<file path="src/rtl/tug_scoreboard_if.sv">
// Scoreboard port bundle: playfield win flags and restart in, round reset,
// scores, seven-segment digits and match status out.
// master = side that drives winner/restart (playfield + match control), slave = scoreboard.
interface tug_scoreboard_if;
  logic [1:0] winner;        // 2'b10 left won, 2'b01 right won, else no winner
  logic       restart;       // start a new match (only acted on once the match is over)
  logic       round_reset;   // registered reset to the playfield
  logic [2:0] score_left;
  logic [2:0] score_right;
  logic [6:0] hex_left;      // active-low {g,f,e,d,c,b,a}
  logic [6:0] hex_right;     // active-low {g,f,e,d,c,b,a}
  logic       match_over;
  logic [1:0] match_winner;  // same encoding as winner, 2'b00 until decided

  modport master (
    output winner, restart,
    input  round_reset, score_left, score_right, hex_left, hex_right,
           match_over, match_winner
  );

  modport slave (
    input  winner, restart,
    output round_reset, score_left, score_right, hex_left, hex_right,
           match_over, match_winner
  );
endinterface

</file>
<file path="src/rtl/tug_scoreboard.sv">
// Purpose: tug-of-war match scoreboard; counts round wins, resets the playfield between rounds.
// Latency: a valid winner updates the score 1 cycle later; the playfield is back in play HOLD_CYCLES+2 cycles after the win.
// Backpressure: none; winner is a level flag consumed once per round, ignored outside PLAY.
//
// Ports: clk, reset_n (async active-low), sb (tug_scoreboard_if.slave):
//   in  winner[1:0], restart
//   out round_reset, score_left[2:0], score_right[2:0], hex_left[6:0], hex_right[6:0],
//       match_over, match_winner[1:0]
// Optional: define TUG_SCOREBOARD_FLASH_EN to flash the winner's digit while the match is over
//   (half-period FLASH_DIV cycles).
module tug_scoreboard #(
  parameter int HOLD_CYCLES = 4,  // 1..255
  parameter int MAX_SCORE   = 7,  // 1..7
  parameter int FLASH_DIV   = 8   // 1..255
) (
  input  logic            clk,
  input  logic            reset_n,
  tug_scoreboard_if.slave sb
);

  if (HOLD_CYCLES < 1 || HOLD_CYCLES > 255) begin : g_bad_hold
    $error("tug_scoreboard: HOLD_CYCLES out of range 1..255");
  end
  if (MAX_SCORE < 1 || MAX_SCORE > 7) begin : g_bad_max
    $error("tug_scoreboard: MAX_SCORE out of range 1..7");
  end
  if (FLASH_DIV < 1 || FLASH_DIV > 255) begin : g_bad_flash
    $error("tug_scoreboard: FLASH_DIV out of range 1..255");
  end

  localparam logic [2:0] MAX_S     = 3'(MAX_SCORE);
  localparam logic [7:0] HOLD_LOAD = 8'(HOLD_CYCLES - 1);

  typedef enum logic [1:0] {
    ST_CLEAR = 2'd0,
    ST_PLAY  = 2'd1,
    ST_HOLD  = 2'd2,
    ST_OVER  = 2'd3
  } state_t;

  state_t     state;
  state_t     state_nxt;
  logic       armed;           // low only until the first edge after reset release
  logic       round_reset_q;
  logic       round_reset_d;
  logic       match_over_q;
  logic       match_over_d;
  logic [2:0] score_left_q;
  logic [2:0] score_right_q;
  logic [7:0] hold_cnt;
  logic [1:0] side_q;          // winner code of the round being held
  logic [1:0] match_winner_q;

  logic win_left;
  logic win_right;
  logic hold_done;
  logic side_at_max;
  logic restart_go;
  logic blank_left;
  logic blank_right;

  assign win_left    = (state == ST_PLAY) && (sb.winner == 2'b10);
  assign win_right   = (state == ST_PLAY) && (sb.winner == 2'b01);
  assign hold_done   = (state == ST_HOLD) && (hold_cnt == 8'd0);
  assign side_at_max = (side_q == 2'b10) ? (score_left_q == MAX_S) : (score_right_q == MAX_S);
  assign restart_go  = (state == ST_OVER) && sb.restart;

  // State register, plus the flopped outputs that follow the next state so
  // round_reset/match_over never glitch from a state decode.
  always_ff @(posedge clk or negedge reset_n) begin
    if (!reset_n) begin
      state         <= ST_CLEAR;
      armed         <= 1'b0;
      round_reset_q <= 1'b1;
      match_over_q  <= 1'b0;
    end else begin
      state         <= state_nxt;
      armed         <= 1'b1;
      round_reset_q <= round_reset_d;
      match_over_q  <= match_over_d;
    end
  end

  // Next-state logic. CLEAR waits for 'armed' so the playfield sees a full
  // round_reset cycle after reset release; afterwards CLEAR is one cycle.
  always_comb begin
    state_nxt = state;
    case (state)
      ST_CLEAR: if (armed) state_nxt = ST_PLAY;
      ST_PLAY:  if (win_left || win_right) state_nxt = ST_HOLD;
      ST_HOLD:  if (hold_done) state_nxt = side_at_max ? ST_OVER : ST_CLEAR;
      ST_OVER:  if (sb.restart) state_nxt = ST_CLEAR;
      default:  state_nxt = ST_CLEAR;
    endcase
  end

  // Output logic: next values of the registered outputs.
  always_comb begin
    round_reset_d = 1'b0;
    match_over_d  = 1'b0;
    if (state_nxt == ST_CLEAR || state_nxt == ST_OVER) begin
      round_reset_d = 1'b1;
    end
    if (state_nxt == ST_OVER) begin
      match_over_d = 1'b1;
    end
  end

  // Score, hold timer and match result.
  always_ff @(posedge clk or negedge reset_n) begin
    if (!reset_n) begin
      score_left_q   <= 3'd0;
      score_right_q  <= 3'd0;
      hold_cnt       <= 8'd0;
      side_q         <= 2'b00;
      match_winner_q <= 2'b00;
    end else if (restart_go) begin
      score_left_q   <= 3'd0;
      score_right_q  <= 3'd0;
      match_winner_q <= 2'b00;
    end else if (win_left || win_right) begin
      // Saturation is a guard only: the match ends before a side can exceed MAX_SCORE.
      if (win_left && score_left_q != MAX_S) begin
        score_left_q <= score_left_q + 3'd1;
      end
      if (win_right && score_right_q != MAX_S) begin
        score_right_q <= score_right_q + 3'd1;
      end
      side_q   <= sb.winner;
      hold_cnt <= HOLD_LOAD;
    end else if (state == ST_HOLD) begin
      if (hold_cnt != 8'd0) begin
        hold_cnt <= hold_cnt - 8'd1;
      end else if (side_at_max) begin
        match_winner_q <= side_q;
      end
    end
  end

`ifdef TUG_SCOREBOARD_FLASH_EN
  // Flash timer runs only in OVER; held at zero elsewhere so the winner's
  // digit always starts visible on entry to OVER.
  logic [7:0] flash_cnt;
  logic       flash_blank;

  always_ff @(posedge clk or negedge reset_n) begin
    if (!reset_n) begin
      flash_cnt   <= 8'd0;
      flash_blank <= 1'b0;
    end else if (state != ST_OVER || sb.restart) begin
      flash_cnt   <= 8'd0;
      flash_blank <= 1'b0;
    end else if (flash_cnt == 8'(FLASH_DIV - 1)) begin
      flash_cnt   <= 8'd0;
      flash_blank <= ~flash_blank;
    end else begin
      flash_cnt <= flash_cnt + 8'd1;
    end
  end

  assign blank_left  = flash_blank && (match_winner_q == 2'b10);
  assign blank_right = flash_blank && (match_winner_q == 2'b01);
`else
  assign blank_left  = 1'b0;
  assign blank_right = 1'b0;
`endif

  // Active-low {g,f,e,d,c,b,a}.
  function automatic logic [6:0] seg7(input logic [2:0] v);
    logic [6:0] s;
    case (v)
      3'd0:    s = 7'b1000000;
      3'd1:    s = 7'b1111001;
      3'd2:    s = 7'b0100100;
      3'd3:    s = 7'b0110000;
      3'd4:    s = 7'b0011001;
      3'd5:    s = 7'b0010010;
      3'd6:    s = 7'b0000010;
      default: s = 7'b1111000;
    endcase
    return s;
  endfunction

  assign sb.round_reset  = round_reset_q;
  assign sb.match_over   = match_over_q;
  assign sb.match_winner = match_winner_q;
  assign sb.score_left   = score_left_q;
  assign sb.score_right  = score_right_q;
  assign sb.hex_left     = blank_left  ? 7'b1111111 : seg7(score_left_q);
  assign sb.hex_right    = blank_right ? 7'b1111111 : seg7(score_right_q);

endmodule

</file>
<file path="src/flat_wrapper.sv">
// flat-port wrapper written by rule: the top's interface ports become plain ports
module tug_scoreboard_flat 
#(
  parameter int HOLD_CYCLES = 4,           
  parameter int MAX_SCORE   = 7,         
  parameter int FLASH_DIV   = 8            
)
  (clk, reset_n, sb_winner, sb_restart, sb_round_reset, sb_score_left, sb_score_right, sb_hex_left, sb_hex_right, sb_match_over, sb_match_winner);
  tug_scoreboard_if sb_i ();
  input  logic clk;
  input  logic reset_n;
  input wire logic [$bits(sb_i.winner)-1:0] sb_winner;
  input wire logic [$bits(sb_i.restart)-1:0] sb_restart;
  output wire logic [$bits(sb_i.round_reset)-1:0] sb_round_reset;
  output wire logic [$bits(sb_i.score_left)-1:0] sb_score_left;
  output wire logic [$bits(sb_i.score_right)-1:0] sb_score_right;
  output wire logic [$bits(sb_i.hex_left)-1:0] sb_hex_left;
  output wire logic [$bits(sb_i.hex_right)-1:0] sb_hex_right;
  output wire logic [$bits(sb_i.match_over)-1:0] sb_match_over;
  output wire logic [$bits(sb_i.match_winner)-1:0] sb_match_winner;
  assign sb_i.winner = sb_winner;
  assign sb_i.restart = sb_restart;
  assign sb_round_reset = sb_i.round_reset;
  assign sb_score_left = sb_i.score_left;
  assign sb_score_right = sb_i.score_right;
  assign sb_hex_left = sb_i.hex_left;
  assign sb_hex_right = sb_i.hex_right;
  assign sb_match_over = sb_i.match_over;
  assign sb_match_winner = sb_i.match_winner;
  tug_scoreboard #(.HOLD_CYCLES(HOLD_CYCLES), .MAX_SCORE(MAX_SCORE), .FLASH_DIV(FLASH_DIV)) u_core (.clk(clk), .reset_n(reset_n), .sb(sb_i));
endmodule
</file>
<file path="config.mk">
export PLATFORM = sky130hd
export DESIGN_NAME = tug_scoreboard_flat
export DESIGN_NICKNAME = d
export VERILOG_FILES = /design/src/rtl/tug_scoreboard_if.sv /design/src/rtl/tug_scoreboard.sv /design/src/flat_wrapper.sv
export SDC_FILE = /design/constraint.sdc
export NUM_CORES = 1
export LEC_CHECK = 0
export BUFFER_PORTS_ARGS = -buffer_cell sky130_fd_sc_hd__buf_2
export CAP_MARGIN = 40
export CORE_ASPECT_RATIO = 1.4
export CORE_UTILIZATION = 52
export CTS_BUF_LIST = sky130_fd_sc_hd__clkbuf_8
export CTS_CLUSTER_DIAMETER = 150
export CTS_CLUSTER_SIZE = 10
export DETAILED_ROUTE_END_ITERATION = 10
export GPL_TIMING_DRIVEN = 0
export HOLD_SLACK_MARGIN = 0.1
export PLACE_DENSITY = 0.78
export SLEW_MARGIN = 0
export SYNTH_ARGS = -nofsm -noshare
export SYNTH_HDL_FRONTEND = slang
export SYNTH_SLANG_ARGS = --single-unit
</file>
<file path="constraint.sdc">
create_clock -name clk -period 1.6 [get_ports clk]
set_input_delay 0.16 -clock clk [delete_from_list [all_inputs] [get_ports clk]]
set_output_delay 0.16 -clock clk [all_outputs]
set_load 0.03 [all_outputs]
</file>
==> key figures, run 1 <==
Logic synthesis
  • Part of the Yosys area used for sequential elements: 0.3653
  • Number of standard cells after synthesis: 174
  • Synthesized cell area: 1579 µm²
  • Synthesis Warnings: 0
  • Cell type with the highest aggregate area in the netlist: dfrtp_1
  • EDFF count, synth: 0
  • Register bit total from synthesis: 23
  • Share of synthesized flip-flops with an asynchronous set or reset: 1.000
  • Count of distinct cell types in the synthesized netlist: 41
  • Proportion of netlist area held by the largest area contributor: 0.3487
  • Top area cells in the synthesized netlist: dfrtp_1 35%, ha_1 11%, nor2_1 6.4%, mux2i_1 4.4%, a21oi_1 3.2%
  • Synthesized area per cell: 9.075 µm²
  • Commonest register cell after synthesis: dfrtp_1
  • Net count after synthesis: 193

Clocking
  • Worst skew pair latency: 0.26 ns
  • Clock tree from TritonCTS: done
  • Number of CTS-inserted buffers: 3
  • H-tree depth: 1
  • Worst-path clk slew: 0.08 ns
  • Cell at the root of the clock tree: clkbuf_8
  • CTS sink count: 23
  • Clock buffer depth: 2

Critical path
  • Data arrival time of the worst path: 1.64 ns
  • Crit path launch type: flip-flop
  • Maximum cell stage delay along the critical path: 0.47 ns
  • Minimum setup slack among reg-to-reg paths: -0.15 ns
  • Worst reg2reg path startpoint: u_core.hold_cnt[0]
  • Critical path buffer and inverter count: 2
  • End of the worst register-to-register path: u_core.sb.round_reset
  • Worst path cell trace: inv_4 -> ha_4 -> nor2_4 -> o21ai_2 -> a21o_1 -> buf_6
  • CP Data Required Time: 1.44 ns
  • Crit path max fanout: 6
  • Type of the worst setup path: reg2out
  • Crit path max-delay family: flip-flops
  • Endpoint type of the worst setup path: primary output
  • R2r worst-path depth: 7
  • Cell with the largest stage delay on the worst path: dfrtp_2

Pwr
  • Total chip power: 5652 µW
  • Part of the total power dissipated in combinational logic: 0.744
  • Switching power: 2804 µW
  • Flop pwr share: 0.195
  • Power per cell area: 2284 nW/µm²
  • Worst ir drop on vdd: 0.001541 V
  • Clock share of power: 0.061
  • Pint: 2849 µW
  • Cell leakage power: 0.001094 µW
  • Switching fraction of total power: 0.4960

Die
  • Number of primary I/O pins: 29
  • Area of the die: 3264 µm²
  • Overall die height: 67.20 µm
  • Starting utilization of the core area: 0.5487
  • Die width: 48.57 µm
  • Number of core rows: 23
  • Core area: 2878 µm²

Global route
  • Overall global routing resource usage: 0.2724
  • Met3 track demand over resource in global routing: 0.02027
  • GRT met2 Usage: 0.5581
  • Initial antenna violation count: 0
  • Vias in the first global route: 1,506
  • Global route overflow: 0
  • Routing layer with the top usage in global route: met2
  • Wire length of the first global-routing pass: 6789 µm
  • Met1 track demand over resource: 0.2884
  • Maximum number of pins on one net before global-route repair: 24

Drt
  • Remaining design rule violation count: 0
  • Post-detailed-route count of antenna-violating nets: 0
  • Wire length reported by the detailed router: 4984 µm
  • Pre-antenna DRT Iters: 4
  • Vias/cell: 5.774
  • Routed wire length per instance: 18.81 µm
  • Number of design-rule violations left by the first detailed-router iteration: 62
  • Count of vias placed by the detailed router: 1,530

Timing
  • Final worst-path cycle share: 1.124
  • Final Max Tran Viols: 0
  • Unrepaired setup endpoints after global routing: true
  • # setup viols final: 20
  • Final worst setup slack: -0.1977 ns
  • Slew at the pin closest to its max-slew limit: 0.5048 ns
  • Worst-case headroom to the max-slew limit: 0.6635
  • Aggregate negative setup slack: -1.829 ns
  • Peak clock frequency supported by timing: 0.5563 GHz
  • Hold violation count in the final report: 0
  • Min Clock Period, post-route: 1.798 ns
  • Clock tree skew after final layout: 0.001548 ns

Outcome
  • Run status: finished, violations left
  • Violations in the final reports: negative setup slack

Worst hold path
  • End point of the most critical hold path: u_core.side_q[1]
  • Hold crit path type: in2reg
  • Hold Crit Depth: 3
  • Min-delay src: sb_winner[1]

Placed design
  • Routability cong.: 0.8656
  • Post-DP HPWL: 2608 µm
  • Number of buffers inserted by port buffering: 28
  • Area post-placement: 1849 µm²

Flow run
  • Max-cap violation count: 0

Final layout
  • Number of nets in the finished design: 248
  • Antenna diodes: 0
  • Post-layout utilization of the core: 0.8600
  • Area delta synth->final: 56.74%
  • Share of layout cells above drive strength 1: 0.5877
  • Post-Layout Inst Area: 2475 µm²
  • Area of all sequential standard cells: 586.8 µm²
  • Multi-input combinational cell area: 1310 µm²
  • # fillers: 145
-- area by class of cell --
class,count,area share
well taps,37,0.01871
plain buffers,4,0.01112
inverters,14,0.02528
clock buffers,3,0.01668
repair buffers,51,0.1603
flip-flops and latches,23,0.2371
clock inverters,1,0.001517
multi-input cells,132,0.5293
-- cell usage after synthesis (2+ instances only) --
library cell  number
inv_2              3
nand3b_1           2
mux2_1             2
a21o_1             2
nand3_1            4
o21a_1             3
a211o_1            2
or2_0              2
ha_1              14
xnor2_1            3
inv_1             11
xor2_1             4
nor2b_1            6
nand2_1            9
nor3_1            10
dfrtp_1           22
nor4b_2            2
nor2_1            27
mux2i_1            7
buf_2              4
o21ai_0            6
a21oi_1           10
-- flip-flops by register name (all words and copies together) (netlist names) --
register                flops
u_core.armed                1
u_core.side_q               2
u_core.sb.match_over        1
u_core.sb.score_left        3
u_core.sb.score_right       3
u_core.state                2
u_core.sb.round_reset       1
u_core.sb.match_winner      2
u_core.hold_cnt             8
-- per-layer routing --
metal,up-vias,share of wire
li1,704,-
met1,739,0.36
met2,64,0.57
met3,23,0.031
met4,0,0.034
met5,-,0
-- worst max-delay path by stage --
stage,cells past startpoint,to,start
after floorplan,6,u_core.sb.score_right[2],u_core.sb.score_right[1]
after global placement,6,u_core.sb.round_reset,u_core.hold_cnt[3]
after detailed placement,6,u_core.sb.round_reset,u_core.hold_cnt[3]
after CTS,7,u_core.sb.round_reset,u_core.hold_cnt[1]
after global routing,6,sb_hex_right[4],u_core.sb.score_right[0]
final,6,sb_hex_left[5],u_core.sb.score_left[0]
-- placed cells by master (no fill, tap or decap), types with 4 or more instances in the layout --
cell,synthesis,routed
nor2_4,0,4
buf_2,4,16
xor2_1,4,4
mux2i_1,7,6
a21oi_2,0,4
buf_4,1,24
o21ai_2,0,6
inv_4,0,4
dfrtp_1,22,14
a21oi_1,10,6
nand2_1,9,8
nor3_2,1,6
dfrtp_2,0,8
inv_2,3,5
inv_1,11,6
ha_4,0,11
buf_6,0,13
nor2_1,27,19
nor2_2,0,4
-- tightest hold or removal path: stages --
cell	delay [ns]
buf_2	0.14
a21oi_1	0.05
nor2_1	0.08
-- power by group through the flow --
stage               Clock [µW]  Sequential, µW  Combinational (µW)
detailed placement           0            1050                2620
global placement             0            1020                2520
global route               387            1130                4420
floorplan                    0            1160                1900
finish                     347            1100                4200
CTS                        358            1070                3570
-- through the flow --
stage | std cells | hold slack (ns) | worst slack [ns]
finish | 265 | 0.2113 | -0.1977
global route | 265 | 0.2143 | -0.2469
CTS | 258 | 0.2045 | -0.1451
detailed placement | 239 | 0.1565 | -0.2199
global placement | 239 | 0.1509 | -0.1617
floorplan | 174 | -0.1356 | -0.08058
-- kinds of logic after synthesis --
| logic type | after synthesis | synth area share |
|---|---|---|
| buf+inv | 19 | 0.05072 |
| xor+xnor | 7 | 0.03883 |
| fa+ha+maj | 14 | 0.1109 |
| flops | 23 | 0.3653 |
| mux | 9 | 0.05864 |
| other cells | 1 | 0.002375 |
| compound gates | 28 | 0.1101 |
| simple gates | 73 | 0.2631 |
-- what timing repair did --
item / CTS / global route
endpoints found under the setup margin: 22 / 28
cloned: 0 / 0
pin swaps: 13 / 12
setup buffers: 15 / 7
endpoints found under the hold margin: 22 / 0
gates resized for setup: 71 / 38
hold buffers: 1 / 0
No activity file was read; power rests on OpenSTA's default activity.
==> run 2, diff against run 1 <==
--- a/config.mk
+++ b/config.mk
@@ -8,14 +8,14 @@
 export BUFFER_PORTS_ARGS = -buffer_cell sky130_fd_sc_hd__buf_2
 export CAP_MARGIN = 40
 export CORE_ASPECT_RATIO = 1.4
-export CORE_UTILIZATION = 52
+export CORE_UTILIZATION = 57
 export CTS_BUF_LIST = sky130_fd_sc_hd__clkbuf_8
 export CTS_CLUSTER_DIAMETER = 150
 export CTS_CLUSTER_SIZE = 10
 export DETAILED_ROUTE_END_ITERATION = 10
 export GPL_TIMING_DRIVEN = 0
 export HOLD_SLACK_MARGIN = 0.1
-export PLACE_DENSITY = 0.78
+export PLACE_DENSITY = 0.81
 export SLEW_MARGIN = 0
 export SYNTH_ARGS = -nofsm -noshare
 export SYNTH_HDL_FRONTEND = slang
==> constraint.sdc (replaced) <==
create_clock -name clk -period 2.07 [get_ports clk]
set_input_delay 0.207 -clock clk [delete_from_list [all_inputs] [get_ports clk]]
set_output_delay 0.207 -clock clk [all_outputs]
set_load 0.03 [all_outputs]
==> run 2 against run 1 <==
  * Largest power group unchanged
  * Highest routed layer unchanged
  * Largest cell class unchanged
  * Combinational power shrank 54%
  * Design area shrank 26%
  * The flow now finishes without violations
  * Power is 47% lower
==> key figures, run 2 (synthesis results as in run 1) <==
Outcome
  • Run status: complete, no violations

Timing
  • Slew at the pin closest to its max-slew limit: 0.5044 ns (-0.0003310 ns)
  • Hold violation count in the final report: 0 (unchanged)
  • Final Max Tran Viols: 0 (unchanged)
  • Clock tree skew after final layout: 0.002819 ns (+0.001270 ns)
  • Worst-case headroom to the max-slew limit: 0.6637 (about the same)
  • Final worst setup slack: 0.04889 ns (+0.2466 ns)
  • # setup viols final: 0 (-100%)
  • Post-Route Hold Slack: 0.2470 ns (+0.03569 ns)
  • Final worst-path cycle share: 0.9764
  • Peak clock frequency supported by timing: 0.4948 GHz
  • Min Clock Period, post-route: 2.021 ns

Worst hold path
  • Hold crit path type: in2reg
  • Min-delay src: sb_winner[0]
  • Hold Crit Depth: 3 (unchanged)
  • End point of the most critical hold path: u_core.side_q[0]

Die
  • Area of the die: 2988 µm² (-8.5%)
  • Overall die height: 64.28 µm (-4.4%)
  • Number of core rows: 22 (-4.3%)
  • Die width: 46.48 µm (-4.3%)
  • Starting utilization of the core area: 0.6038 (+0.05513)
  • Number of primary I/O pins: 29 (unchanged)
  • Core area: 2615 µm² (-9.1%)

Critical path
  • Endpoint type of the worst setup path: primary output
  • Data arrival time of the worst path: 1.81 ns (+0.17 ns)
  • Minimum setup slack among reg-to-reg paths: 0.10 ns (+0.25 ns)
  • Maximum cell stage delay along the critical path: 0.41 ns (-0.06 ns)
  • R2r worst-path depth: 7 (unchanged)
  • Worst path cell trace: inv_1 -> ha_1 -> nor3_1 -> nor3_1 -> a31oi_1 -> clkbuf_4
  • Critical path buffer and inverter count: 2 (unchanged)
  • Crit path launch type: flip-flop
  • Crit path max-delay family: flip-flops
  • Crit path max fanout: 7 (+1)
  • Cell with the largest stage delay on the worst path: dfrtp_1
  • CP Data Required Time: 1.86 ns (+0.42 ns)
  • Worst reg2reg path startpoint: u_core.hold_cnt[0]
  • Type of the worst setup path: reg2out
  • End of the worst register-to-register path: u_core.sb.round_reset
  • Critical path's most frequent cell: nor3_1

Final layout
  • Number of nets in the finished design: 228 (-8.1%)
  • Largest register by flop count: u_core.hold_cnt
  • Flip-flop count of the largest register after layout: 8 (unchanged)
  • Most common library cell in the layout ignoring fill and taps: buf_2
  • Non-filler instance count after layout: 244 (-7.9%)
  • Post-layout utilization of the core: 0.7014 (-0.1586)
  • Antenna diodes: 0 (unchanged)
  • Share of layout cells above drive strength 1: 0.2596 (-0.3281)
  • Area delta synth->final: 16.16%
  • Commonest cells after routing, fill and taps aside: 31 x buf_2, 26 x nor2_1, 21 x dfrtp_1, 14 x ha_1, 11 x inv_1

Placed design
  • Post-DP HPWL: 2433 µm (-6.7%)
  • Number of buffers inserted by port buffering: 28 (unchanged)
  • Routability cong.: 0.7912 (-8.6%)
  • Number of placed cells counting well taps: 238 (-0.42%)
  • DP Worst Slack: 0.1118 ns (+0.3318 ns)

Drt
  • Wire length reported by the detailed router: 3129 µm (-37%)
  • Pre-antenna DRT Iters: 4 (unchanged)
  • Number of design-rule violations left by the first detailed-router iteration: 20 (-68%)
  • Remaining design rule violation count: 0 (unchanged)
  • Vias/cell: 5.488 (-5.0%)
  • Post-detailed-route count of antenna-violating nets: 0 (unchanged)
  • Routed wire length per instance: 12.82 µm (-32%)
  • Count of vias placed by the detailed router: 1,339 (-12%)

Global route
  • Maximum number of pins on one net before global-route repair: 24 (unchanged)
  • Met3 track demand over resource in global routing: 0.04237 (+0.02210)
  • Wire length of the first global-routing pass: 5016 µm (-26%)
  • Initial antenna violation count: 0 (unchanged)
  • Global route overflow: 0 (unchanged)
  • Vias in the first global route: 1,292 (-14%)
  • Routing layer with the top usage in global route: met2
  • Overall global routing resource usage: 0.2322 (-0.04018)
  • Met1 track demand over resource: 0.2019 (-0.08653)
  • GRT met2 Usage: 0.4549 (-0.1032)

Pwr
  • Total chip power: 2986 µW (-47%)
  • Power per cell area: 1628 nW/µm² (-29%)
  • Cell leakage power: 0.0009477 µW (-13%)
  • Worst ir drop on vdd: 0.0009572 V (-38%)

Flow run
  • Max-cap violation count: 0 (unchanged)

Clocking
  • Clock buffer depth: 2 (unchanged)
  • Number of CTS-inserted buffers: 3 (unchanged)
  • Worst skew pair latency: 0.27 ns (about the same)
  • Worst-path clk slew: 0.08 ns (about the same)
  • Cell at the root of the clock tree: clkbuf_8
  • Clock tree from TritonCTS: done
  • CTS sink count: 23 (unchanged)
  • H-tree depth: 1 (unchanged)
[run 2: cell types whose count changed in the layout (fill, tap and decap cells not counted), sizes merged]
cell	before	now
buf	53	33
inv	15	14
clkinv	0	1
[run 2: tightest hold or removal path, delay by kind of cell]
family | cells | cell delay (ns)
buffers and inverters | 1 | 0.14
AOI/OAI and AO/OA | 1 | 0.06
and+or+nand+nor | 1 | 0.08
[run 2: worst max-delay path by stage]
stage | start | endpoint | depth (start not counted)
floorplan | u_core.sb.score_left[0] | sb_hex_left[4] | 5
global placement | u_core.hold_cnt[0] | u_core.sb.round_reset | 7
detailed placement | u_core.hold_cnt[0] | u_core.sb.round_reset | 7
CTS | u_core.hold_cnt[0] | u_core.sb.round_reset | 7
global route | u_core.sb.score_left[0] | sb_hex_left[4] | 6
finish | u_core.sb.score_left[0] | sb_hex_left[4] | 6
[run 2: routing by layer]
metal | vias up | wire length, µm | share of wire
met5 | - | 0 | 0
met4 | 0 | 55 | 0.018
met3 | 5 | 83 | 0.027
met2 | 28 | 1845 | 0.59
met1 | 639 | 1144 | 0.37
li1 | 667 | - | -
[run 2: repair_timing]
| action | 4_1_cts | 5_1_grt |
|---|---|---|
| hold endpoints to repair | 22 | 0 |
| gates resized for setup | 0 | 3 |
| setup buffers | 0 | 1 |
| hold buffers | 1 | 0 |
| endpoints found under the setup margin | 0 | 3 |
[run 2: layout make-up]
| cell class | count | area [µm²] |
|---|---|---|
| tap | 36 | 45.04 |
| multi-input combinational | 132 | 924.6 |
| sequential | 23 | 578.1 |
| fill | 211 | 780.7 |
| clock buffer | 3 | 41.29 |
| inverter | 14 | 52.55 |
| buffer | 5 | 27.53 |
| clock inverter | 1 | 5.005 |
| timing repair buffer | 30 | 160.2 |
[run 2: stage by stage]
step / setup TNS (ns) / area [µm²]
2_1_floorplan: 0 / 1579
4_1_cts: 0 / 1821
3_5_place_dp: 0 / 1764
5_1_grt: -0.01091 / 1834
3_3_place_gp: 0 / 1764
6_report: 0 / 1834
[run 2: where the power goes]
part | switching, µW | leakage, µW | internal, µW | total, µW
sequential | 160 | 0.000296 | 613 | 774
combinational | 1240 | 0.000626 | 696 | 1940
clock | 142 | 0.0000255 | 135 | 277
==> run 3, diff against run 2 <==
--- a/config.mk
+++ b/config.mk
@@ -8,14 +8,14 @@
 export BUFFER_PORTS_ARGS = -buffer_cell sky130_fd_sc_hd__buf_2
 export CAP_MARGIN = 40
 export CORE_ASPECT_RATIO = 1.4
-export CORE_UTILIZATION = 57
+export CORE_UTILIZATION = 35
 export CTS_BUF_LIST = sky130_fd_sc_hd__clkbuf_8
 export CTS_CLUSTER_DIAMETER = 150
 export CTS_CLUSTER_SIZE = 10
 export DETAILED_ROUTE_END_ITERATION = 10
 export GPL_TIMING_DRIVEN = 0
 export HOLD_SLACK_MARGIN = 0.1
-export PLACE_DENSITY = 0.81
+export SKIP_CTS_REPAIR_TIMING = 1
 export SLEW_MARGIN = 0
 export SYNTH_ARGS = -nofsm -noshare
 export SYNTH_HDL_FRONTEND = slang
==> run 3 against run 2 <==
  * Sequential power barely moved
  * Register-to-register slack improved by 0.08 ns
  * Setup slack improved by 0.11 ns
  * Count of clock-buffer cells in the layout did not move
  * Worst hold slack got worse by 0.0097 ns
  * Global-route usage fell by 9.5 points
  * Non-clock buffer count fell by 1
  * Utilization fell by 27 points
  * Design area rose by 1.4%
  * Largest cell class unchanged
  * Critical path depth did not move
==> key figures, run 3 (synthesis results as in run 1) <==
Critical path
  • Critical path buffer and inverter count: 2 (unchanged)
  • Crit path max-delay family: flip-flops
  • Crit path max fanout: 6 (-1)
  • Endpoint type of the worst setup path: primary output
  • Data arrival time of the worst path: 1.70 ns (-0.11 ns)
  • CP Data Required Time: 1.86 ns (about the same)
  • Type of the worst setup path: reg2out
  • Worst path cell trace: inv_1 -> ha_1 -> nor2_1 -> o21ai_0 -> a21o_1 -> buf_2
  • Maximum cell stage delay along the critical path: 0.43 ns (+0.02 ns)
  • Crit path launch type: flip-flop
  • Cell with the largest stage delay on the worst path: dfrtp_1

Final layout
  • Largest register by flop count: u_core.hold_cnt
  • Most common library cell in the layout ignoring fill and taps: buf_2
  • # fillers: 441 (+110%)
  • Multi-input combinational cell area: 930.9 µm² (+0.68%)
  • Non-filler instance count after layout: 267 (+9.4%)
  • Commonest cells after routing, fill and taps aside: 32 x buf_2, 27 x nor2_1, 20 x dfrtp_1, 14 x ha_1, 12 x inv_1
  • Area delta synth->final: 17.83%
  • Share of layout cells above drive strength 1: 0.2512 (-0.008408)
  • Antenna diodes: 0 (unchanged)
  • Area of all sequential standard cells: 579.3 µm² (+0.22%)
  • Post-Layout Inst Area: 1861 µm² (+1.4%)
  • Number of nets in the finished design: 227 (-0.44%)
  • Flip-flop count of the largest register after layout: 8 (unchanged)

Global route
  • Vias in the first global route: 1,189 (-8.0%)
  • Wire length of the first global-routing pass: 5030 µm (+0.28%)
  • Global route overflow: 0 (unchanged)
  • Initial antenna violation count: 0 (unchanged)
  • Maximum number of pins on one net before global-route repair: 24 (unchanged)
  • Overall global routing resource usage: 0.1369 (-0.09533)

Timing
  • Unrepaired setup endpoints after global routing: false
  • Slew at the pin closest to its max-slew limit: 0.5157 ns (+0.01123 ns)
  • Clock tree skew after final layout: 0.003622 ns (+0.0008040 ns)
  • Aggregate negative setup slack: 0 ns (unchanged)
  • Final Max Tran Viols: 0 (unchanged)
  • Hold violation count in the final report: 0 (unchanged)
  • Final worst-path cycle share: 0.9234 (-0.05293)
  • Worst-case headroom to the max-slew limit: 0.6562 (-0.007489)
  • # setup viols final: 0 (unchanged)
  • Peak clock frequency supported by timing: 0.5231 GHz (+5.7%)
  • Min Clock Period, post-route: 1.912 ns (-0.1096 ns)

Die
  • Starting utilization of the core area: 0.3694 (-0.2344)
  • Number of core rows: 28 (+27%)
  • Core area: 4274 µm² (+63%)
  • Overall die height: 81.47 µm (+27%)
  • Number of primary I/O pins: 29 (unchanged)
  • Area of the die: 4788 µm² (+60%)
  • Die width: 58.77 µm (+26%)

Clocking
  • H-tree depth: 1 (unchanged)
  • CTS sink count: 23 (unchanged)
  • Worst-path clk slew: 0.08 ns (about the same)
  • Cell at the root of the clock tree: clkbuf_8
  • Worst skew pair latency: 0.26 ns (about the same)
  • Clock tree from TritonCTS: done
  • Clock buffer depth: 2 (unchanged)
  • Number of CTS-inserted buffers: 3 (unchanged)

Drt
  • Pre-antenna DRT Iters: 4 (unchanged)
  • Routed wire length per instance: 11.09 µm (-14%)
  • Number of design-rule violations left by the first detailed-router iteration: 64 (+220%)
  • Post-detailed-route count of antenna-violating nets: 0 (unchanged)
  • Remaining design rule violation count: 0 (unchanged)
  • Wire length reported by the detailed router: 2961 µm (-5.4%)
  • Count of vias placed by the detailed router: 1,266 (-5.5%)
  • Vias/cell: 4.742 (-14%)

Placed design
  • Area post-placement: 1794 µm² (+1.7%)
  • Post-DP HPWL: 2268 µm (-6.8%)
  • Number of buffers inserted by port buffering: 28 (unchanged)
  • Number of placed cells counting well taps: 262 (+10%)
  • Routability cong.: 0.7810 (-1.3%)

Outcome
  • Run status: complete, no violations

Pwr
  • Worst ir drop on vdd: 0.0005004 V (-48%)
  • Power per cell area: 1578 nW/µm² (-3.0%)
  • Cell leakage power: 0.0009421 µW (-0.59%)

Worst hold path
  • Hold crit path type: in2reg

Flow run
  • Max-cap violation count: 0 (unchanged)
## run 3: per-layer routing
metal	global-route usage	up-vias	part of all wire
li1	-	654	-
met1	0.1522	580	0.45
met2	0.2591	26	0.51
met3	0.01890	6	0.024
met4	0.05000	0	0.014
met5	0	-	0
## run 3: power by group
| part | switching, µW | internal [µW] | leakage, µW |
|---|---|---|---|
| Combinational | 1210 | 676 | 0.000620 |
| Clock | 141 | 133 | 0.0000269 |
| Sequential | 159 | 615 | 0.000295 |
## run 3: cell type report
class,instances,share of cell area
Multi-Input combinational cell,132,0.5003
Sequential cell,23,0.3114
Timing Repair Buffer,29,0.08070
Tap cell,60,0.04035
Inverter,14,0.02824
Clock buffer,3,0.02219
Buffer,5,0.01479
Clock inverter,1,0.002017
## run 3: worst paths after layout
path                                            from                   endpoint  slack, ns  cells past startpoint
max in group asynchronous                    reset_n   u_core.sb.score_right[0]       1.25                      2
max reg2reg                       u_core.hold_cnt[0]      u_core.sb.round_reset       0.18                      7
min in group asynchronous                    reset_n         u_core.hold_cnt[1]       0.45                      2
min                                     sb_winner[1]           u_core.side_q[1]       0.24                      3
min reg2reg                u_core.sb.match_winner[1]  u_core.sb.match_winner[1]       0.53                      2
max                         u_core.sb.score_right[1]            sb_hex_right[5]       0.16                      6
## run 3: stage by stage
step	total power, µW	hold slack [ns]	setup slack (ns)	util
after floorplan	2235	-0.08859	0.1229	-
after global placement	2648	0.2162	0.1443	0.4198
after detailed placement	2663	0.2127	0.1397	0.4198
after CTS	2946	-0.07955	0.09150	0.4303
after global routing	3202	0.2490	0.007519	0.4353
final	2937	0.2373	0.1585	0.4353
## run 3: worst reg2reg max path, stage by stage, from the launching register on
cell and delay, ns:
dfrtp_1 0.39, inv_1 0.10, ha_1 0.19, or4b_4 0.52
nor4_4 0.25, nor2_1 0.08, ha_1 0.27, inv_1 0.05
